File: config.mk
export PLATFORM = sky130hd
export DESIGN_NAME = key_debounce
export DESIGN_NICKNAME = d
export VERILOG_FILES = /design/src/rtl/key_debounce.sv
export SDC_FILE = /design/constraint.sdc
export NUM_CORES = 1
export LEC_CHECK = 0
export ABC_AREA = 1
export BUFFER_PORTS_ARGS = -buffer_cell sky130_fd_sc_hd__buf_2
export CAP_MARGIN = 20
export CORE_MARGIN = 2
export CORE_UTILIZATION = 47
export DETAILED_ROUTE_END_ITERATION = 12
export PLACE_DENSITY = 0.8
export SYNTH_ARGS = -nofsm -noshare
export SYNTH_HDL_FRONTEND = slang
export SYNTH_SLANG_ARGS = --single-unit
File: constraint.sdc
create_clock -name clock -period 1.05 [get_ports clock]
set_input_delay 0.0525 -clock clock [delete_from_list [all_inputs] [get_ports clock]]
set_output_delay 0.0525 -clock clock [all_outputs]
set_load 0.03 [all_outputs]
File: src/rtl/key_debounce.sv
`default_nettype none
// ============================================================================
// Module      : key_debounce
// Description : Two-flop synchronizer plus debounce FSM for a raw push-button;
//               emits a clean level, single-cycle rise/fall pulses and a
//               5-bit press counter.
// Revision    : 1.0 - initial release
// ============================================================================
module key_debounce #(
  parameter int DEBOUNCE = 4
) (
  input  logic       clock,
  input  logic       reset,
  input  logic       key,
  output logic       clean,
  output logic       rise,
  output logic       fall,
  output logic [4:0] presses
);

  localparam int c_cnt_w = (DEBOUNCE < 1) ? 1 : $clog2(DEBOUNCE + 1);
  localparam logic [c_cnt_w-1:0] c_cnt_max = c_cnt_w'(DEBOUNCE);
  localparam logic [c_cnt_w-1:0] c_cnt_one = c_cnt_w'(1);

  typedef enum logic [1:0] {
    ST_LOW    = 2'd0,
    ST_CHK_HI = 2'd1,
    ST_HIGH   = 2'd2,
    ST_CHK_LO = 2'd3
  } state_t;

  state_t               r_state;
  state_t               w_state_nxt;
  logic                 r_s1;
  logic                 r_s2;
  logic [c_cnt_w-1:0]   r_cnt;
  logic [c_cnt_w-1:0]   w_cnt_nxt;
  logic                 r_clean;
  logic                 r_rise;
  logic                 r_fall;
  logic                 w_clean_nxt;
  logic                 w_rise_nxt;
  logic                 w_fall_nxt;
  logic [4:0]           r_presses;
  logic [4:0]           w_presses_nxt;

  always_ff @(posedge clock) begin
    if (reset) begin
      r_s1      <= 1'b0;
      r_s2      <= 1'b0;
      r_state   <= ST_LOW;
      r_cnt     <= '0;
      r_clean   <= 1'b0;
      r_rise    <= 1'b0;
      r_fall    <= 1'b0;
      r_presses <= 5'd0;
    end else begin
      r_s1      <= key;
      r_s2      <= r_s1;
      r_state   <= w_state_nxt;
      r_cnt     <= w_cnt_nxt;
      r_clean   <= w_clean_nxt;
      r_rise    <= w_rise_nxt;
      r_fall    <= w_fall_nxt;
      r_presses <= w_presses_nxt;
    end
  end

  // A bounce in either check state drops back to the prior stable level;
  // the counter is reloaded on the next opposite sample, so no credit carries.
  always_comb begin
    w_state_nxt   = r_state;
    w_cnt_nxt     = r_cnt;
    w_clean_nxt   = r_clean;
    w_rise_nxt    = 1'b0;
    w_fall_nxt    = 1'b0;
    w_presses_nxt = r_presses;
    case (r_state)
      ST_LOW: begin
        if (r_s2) begin
          w_state_nxt = ST_CHK_HI;
          w_cnt_nxt   = c_cnt_one;
        end
      end
      ST_CHK_HI: begin
        if (!r_s2) begin
          w_state_nxt = ST_LOW;
        end else if (r_cnt == c_cnt_max) begin
          w_state_nxt   = ST_HIGH;
          w_clean_nxt   = 1'b1;
          w_rise_nxt    = 1'b1;
          w_presses_nxt = r_presses + 5'd1;
        end else begin
          w_cnt_nxt = r_cnt + c_cnt_one;
        end
      end
      ST_HIGH: begin
        if (!r_s2) begin
          w_state_nxt = ST_CHK_LO;
          w_cnt_nxt   = c_cnt_one;
        end
      end
      ST_CHK_LO: begin
        if (r_s2) begin
          w_state_nxt = ST_HIGH;
        end else if (r_cnt == c_cnt_max) begin
          w_state_nxt = ST_LOW;
          w_clean_nxt = 1'b0;
          w_fall_nxt  = 1'b1;
        end else begin
          w_cnt_nxt = r_cnt + c_cnt_one;
        end
      end
      default: begin
        w_state_nxt = ST_LOW;
      end
    endcase
  end

  assign clean   = r_clean;
  assign rise    = r_rise;
  assign fall    = r_fall;
  assign presses = r_presses;

endmodule
`default_nettype wire

Word-level counts from Yosys, hierarchy flattened
Cells that the tools add are included.
Cells by class
  bitwise gates (word level): 3
  add/subtract/negate cells: 2
  reduce and logical (&&, ||, !) cells: 8
  equal/unequal tests: 12
  muxes and demuxes: 19
Operators with widths (number)
  2-to-1 mux 3 bit: 5
  2-to-1 mux 2 bit: 6
  != test 2 bit (second input constant): 6
  case mux 3 bit (4 select lines): 1
  case mux 2 bit (4 select lines): 1
  AND reduction 4 bit: 2
  != test 3 bit (second input constant): 2
  OR reduction 3 bit: 2
  adder 5 x 1 -> 5 bit (second input constant): 1
  2-to-1 mux 1 bit: 5
  AND reduction 5 bit: 1
  == test 2 bit (second input constant): 2
  adder 3 x 1 -> 3 bit (second input constant): 1
  == test 3 bit (second input constant): 1
  inverter 1 bit: 3
  AND reduction 3 bit: 1
  == test 2 x 1 -> 1 bit (second input constant): 1
  zero test 2 bit: 1
  case mux 1 bit (2 select lines): 1
  nonzero test 2 bit: 1
Storage, ports and cells
  register bits after elaboration: 15
  word-level logic and storage cells: 52

Depth between registers and ports, before layout
  depth after elaboration: 4
  depth in mapped cells: 7
  mapped depth without buffers: 7

Worst setup path before layout
No wires, ideal clock.
  kind: flip-flop to flip-flop
  from: register r_presses[1], in the netlist presses[1]
  to: register r_presses[4], in the netlist presses[4]
  data arrival time: 1.067 ns
  cell stages (with the launch flop): 7
  path buffers: 0
  setup slack: -0.138 ns
  required time: 0.929 ns
  cells stage by stage: dfxtp_1 > ha_1 > nand3_1 > nand2_1 > nand2_1 > nand2_1 > a21oi_1
On the way
  word-level cells in the longest chain between the ends: 1
RTL lines
  from (decl): line 44  | logic [4:0] r_presses;
  from (signal assigned): line 65  | r_presses <= w_presses_nxt;
  adder 5 x 1 -> 5 bit: line 92  | w_presses_nxt = r_presses + 5'd1;
No other way between the ends.
A chain may end at the register's enable or synchronous reset.

Final worst setup path
  from: register r_cnt[1]
  to: register r_presses[2], in the netlist presses[2]
On the way
  word-level cells in the longest chain between the ends: 2
RTL lines
  from (decl): line 36  | logic [c_cnt_w-1:0] r_cnt;
  from (signal assigned): line 61  | r_cnt <= w_cnt_nxt;
  == test 3 bit: line 88  | end else if (r_cnt == c_cnt_max) begin
  AND reduction 3 bit (no source line)
No other way between the ends.

==> qor_table.md <==
| Quantity | Value |
|---|---|
| Highest fanout seen on the critical path | 7 |
| Area fraction in compound gates after synthesis | 9.174% |
| Type of the worst setup path | register to register |
| Top sig layer | met4 |
| Count of antenna-violating nets left after detailed routing | 0 |
| Worst Path Buf+Inv | 1 |
| Number of standard cells in the final layout excluding fillers | 126 |
| DRC violation total after the first TritonRoute iteration | 17 |
| Failing checks | negative setup slack |
| Synth unique cells | 16 |
| Wire length of the first global-routing pass | 2.387 mm |
| Number of pins exceeding their max-slew limit in the final report | 0 |
| Final routed wirelength across all metal layers | 1.333 mm |
| Total number of placement rows | 13 |
| Post-synthesis average cell area | 7.493 µm² |
| Die H | 42.09 µm |
| Setup repair after global routing missed its margin | yes |
| Sort of element at the start of the critical path | register |
| Yosys Warn Count | 0 |
| Period Utilization, post-route | 105.7% |
| Worst path setup slack after routing | -60.35 ps |
| Largest area contributor in the synthesized netlist | sky130_fd_sc_hd__dfxtp_1 |
| Largest net degree at the start of global routing | 11 |
| Worst Max-Slew Pin Slew | 223.1 ps |
| CTS Sinks | 15 |
| Routed wire per std cell | 10.58 µm |
| IO Port Bufs | 10 |
| Clock latency reported for the late side of the worst-skew pair | 280 ps |
| Arrival time worst endpoint | 1330 ps |
| Setup slack of the worst register-to-register path | -60 ps |
| Placer's final routability congestion estimate | 0.8402 |
| Cell area after synthesis | 681.9 µm² |
| Area share of xor/xnor cells in the synthesized design | 1.284% |
| Antenna fix cells | 0 |
| CTS tree | built |
| Amount of wire on met3 after detailed routing | 67 µm |
| Num CTS Buffers | 3 |
| Area share of the largest cell type after synthesis | 44.04% |
| Type of the worst min-delay path | primary input to register |
| Die X-Extent | 42.09 µm |
| Router iterations before antenna repair | 4 |
| CTS root buf | sky130_fd_sc_hd__clkbuf_4 |
| Nature of the critical path endpoint | register |
| Worst reg2reg startpoint | r_cnt[1] |
| WP data required | 1270 ps |
| CP max stage delay | 330 ps |
| Number of cells produced by synthesis | 91 |
| Worst vdd rail ir drop | 0.8933 mV |
| Static Leakage | 0.3999 nW |
| Syn nets | 97 |
| Residual overflow from global routing | 0 |
| Cell Chain, Critical Path | inv_2 > ha_4 > nand3_4 > nor2_4 > nand2_1 > a21oi_2 |
| HP Start | reset |
| Mux cell area share after synthesis | 0% |
| Worst min-delay path endpoint | presses[0] |
| Post-synthesis share of cell area spent on and, or, nand and nor gates | 31.01% |
| Maximum frequency from static timing analysis | 0.9006 GHz |
| Floorplan Core Area | 1334 µm² |
| H-tree lvl count | 1 |
| Number of antenna violations at the first check in global routing | 0 |
| Number of placed instances with taps included | 119 |
| Clock tree skew after final layout | 1.318 ps |
| Total power draw | 0.0009601 W |
| Number of failing setup endpoints in the final timing report | 7 |
| Reg2Reg Depth | 6 |
| Post-detailed-route DRC marker count | 0 |
| Adder-cell share of the synthesized area | 5.505% |
| Max Root-Sink Buffers | 2 |
| Fraction of layout instances using a drive strength above 1 | 34.23% |
| All-layer global routing usage | 17.67% |
| Post-layout nets | 118 |
| Die area | 1772 µm² |
| Number of global-route vias before repair | 564 |
| Rel. slew slack | 85.13% |
| Outcome | finished with violations |
| Top area cells in the synthesized netlist | sky130_fd_sc_hd__dfxtp_1, sky130_fd_sc_hd__nand2_1, sky130_fd_sc_hd__inv_1 |
| Wl on met1 | 598 µm |
| Final hold violation count | 0 |
| Avg Vias per Cell | 4.968 |
| Area added between synthesis and finish | 26.05% |
| FF+latch count, synth | 15 |
| Min Clock Period, post-route | 1110 ps |
| Number of cells on the worst hold path | 2 |
| Critical register-to-register path endpoint | presses[2] |
| Dominant delay contributor by cell family on the critical path | simple AND/OR/NAND/NOR gates |
| Dominant combinational cell family by area after synthesis | simple AND/OR/NAND/NOR gates |
| Ports placed on the boundary | 11 |
| Power Dens Cells | 1117 nW/µm² |
| Max-cap violations | 0 |
| Sequential-to-total area share from yosys stat | 44.04% |
| Routed length on met2 | 643 µm |
| Setup slack at placement | -73.89 ps |
| Estimated wirelength of the detail-placed design | 988.9 µm |
| Clock transition at the register clock pins on the worst setup and hold paths after CTS | 80 ps |
| Via count | 626 |
| Starting density of the core | 51.13% |
| Highest-delay cell along the critical path | sky130_fd_sc_hd__dfxtp_2 |
==> routing by layer <==
| metal | GRT usage (%) | vias to the layer above |
|---|---|---|
| met4 | 9.375 | 0 |
| li1 | - | 324 |
| met3 | 5.172 | 5 |
| met2 | 26.25 | 16 |
| met1 | 23.06 | 281 |
| met5 | 0 | - |
==> state kept, by name, summed over array words and instances, names as in the netlist, named ones only <==
name and cells:
r_s2 1, r_state 1, clean 1, fall 1, r_s1 1, rise 1
presses 5, r_cnt 3
==> where the power goes <==
group	total, W	internal (W)	switching (W)
sequential	0.000579	0.000575	0.00000407
clock	0.000328	0.000148	0.000180
combinational	0.0000530	0.0000208	0.0000322
total	0.000960	0.000744	0.000216
==> metrics by stage <==
step	util, %	hold WS (ps)	setup TNS, ps	area [µm²]
detailed placement	59.47	268.3	-268.7	793.3
global route	64.45	86.62	-1233	859.6
CTS	63.70	56.04	-347.9	849.6
floorplan	-	159.5	-34.56	699.4
finish	64.45	63.06	-320.9	859.6
global placement	59.47	256.2	-70.65	793.3
==> cell usage in the layout, fill, tap and decap left out <==
| cell type | netlist | final |
|---|---|---|
| sky130_fd_sc_hd__nand2_1 | 19 | 19 |
| sky130_fd_sc_hd__inv_1 | 15 | 12 |
| sky130_fd_sc_hd__nor2_1 | 12 | 12 |
| sky130_fd_sc_hd__dfxtp_1 | 15 | 10 |
| sky130_fd_sc_hd__buf_2 | 1 | 10 |
| sky130_fd_sc_hd__buf_4 | 0 | 6 |
| sky130_fd_sc_hd__a21oi_1 | 6 | 5 |
| sky130_fd_sc_hd__nand3_1 | 6 | 5 |
| sky130_fd_sc_hd__dfxtp_2 | 0 | 5 |
| sky130_fd_sc_hd__inv_2 | 0 | 3 |
| sky130_fd_sc_hd__nand2_2 | 3 | 3 |
| sky130_fd_sc_hd__a21oi_2 | 2 | 3 |
| sky130_fd_sc_hd__clkbuf_4 | 0 | 3 |
| sky130_fd_sc_hd__o21ai_0 | 3 | 2 |
| sky130_fd_sc_hd__nand4_1 | 2 | 2 |
| sky130_fd_sc_hd__ha_1 | 3 | 2 |
| sky130_fd_sc_hd__nand3_4 | 1 | 1 |
| sky130_fd_sc_hd__nor2_4 | 1 | 1 |
| sky130_fd_sc_hd__nand3_2 | 0 | 1 |
| sky130_fd_sc_hd__nor3_2 | 0 | 1 |
| sky130_fd_sc_hd__xor2_1 | 1 | 1 |
| sky130_fd_sc_hd__o21ai_1 | 0 | 1 |
| sky130_fd_sc_hd__ha_4 | 0 | 1 |
| sky130_fd_sc_hd__clkbuf_1 | 0 | 1 |
| sky130_fd_sc_hd__dlygate4sd3_1 | 0 | 1 |
==> timing repair <==
| action | in CTS | in global routing |
|---|---|---|
| setup buffers | 2 | 0 |
| pin swaps | 3 | 0 |
| setup endpoints to repair | 6 | 13 |
| hold buffers | 1 | 0 |
| hold endpoints to repair | 1 | 0 |
| gates resized for setup | 2 | 4 |
==> how the worst max path moves through the flow <==
stage,from,slack (ps),to,cells after the start
floorplan,r_cnt[1],-30,presses[3],7
global placement,r_cnt[1],-20,presses[3],7
detailed placement,r_cnt[1],-70,presses[3],7
CTS,r_cnt[1],-60,presses[2],6
global route,r_cnt[1],-160,presses[1],6
finish,r_cnt[1],-60,presses[2],6
==> layout make-up <==
cell class / instances / area [µm²]
flip-flops and latches: 15 / 306.5
well taps: 15 / 18.77
repair buffers: 17 / 105.1
multi-input cells: 60 / 346.6
clock buffers: 4 / 26.28
fillers: 117 / 474.2
inverters: 15 / 56.30
==> synthesized netlist by cell type <==
master and n:
sky130_fd_sc_hd__buf_2 1, sky130_fd_sc_hd__inv_1 15, sky130_fd_sc_hd__nand4_1 2, sky130_fd_sc_hd__nand3_4 1, sky130_fd_sc_hd__nor2_4 1, sky130_fd_sc_hd__xor2_1 1, sky130_fd_sc_hd__o21ai_0 3, sky130_fd_sc_hd__a21oi_1 6
sky130_fd_sc_hd__dfxtp_1 15, sky130_fd_sc_hd__nor3_1 1, sky130_fd_sc_hd__nand2_2 3, sky130_fd_sc_hd__ha_1 3, sky130_fd_sc_hd__a21oi_2 2, sky130_fd_sc_hd__nand3_1 6, sky130_fd_sc_hd__nand2_1 19, sky130_fd_sc_hd__nor2_1 12
==> cells by family (layout without fill, tap and decap cells) <==
| kind of cell | count (synthesis) | in the layout |
|---|---|---|
| buffers and inverters | 16 | 36 |
| AO/OA/AOI/OAI | 11 | 11 |
| AND/OR/NAND/NOR | 45 | 45 |
| adder cells (fa/ha/maj) | 3 | 3 |
| XOR/XNOR | 1 | 1 |
| flip-flops | 15 | 15 |
No activity file was read; power rests on OpenSTA's default activity.
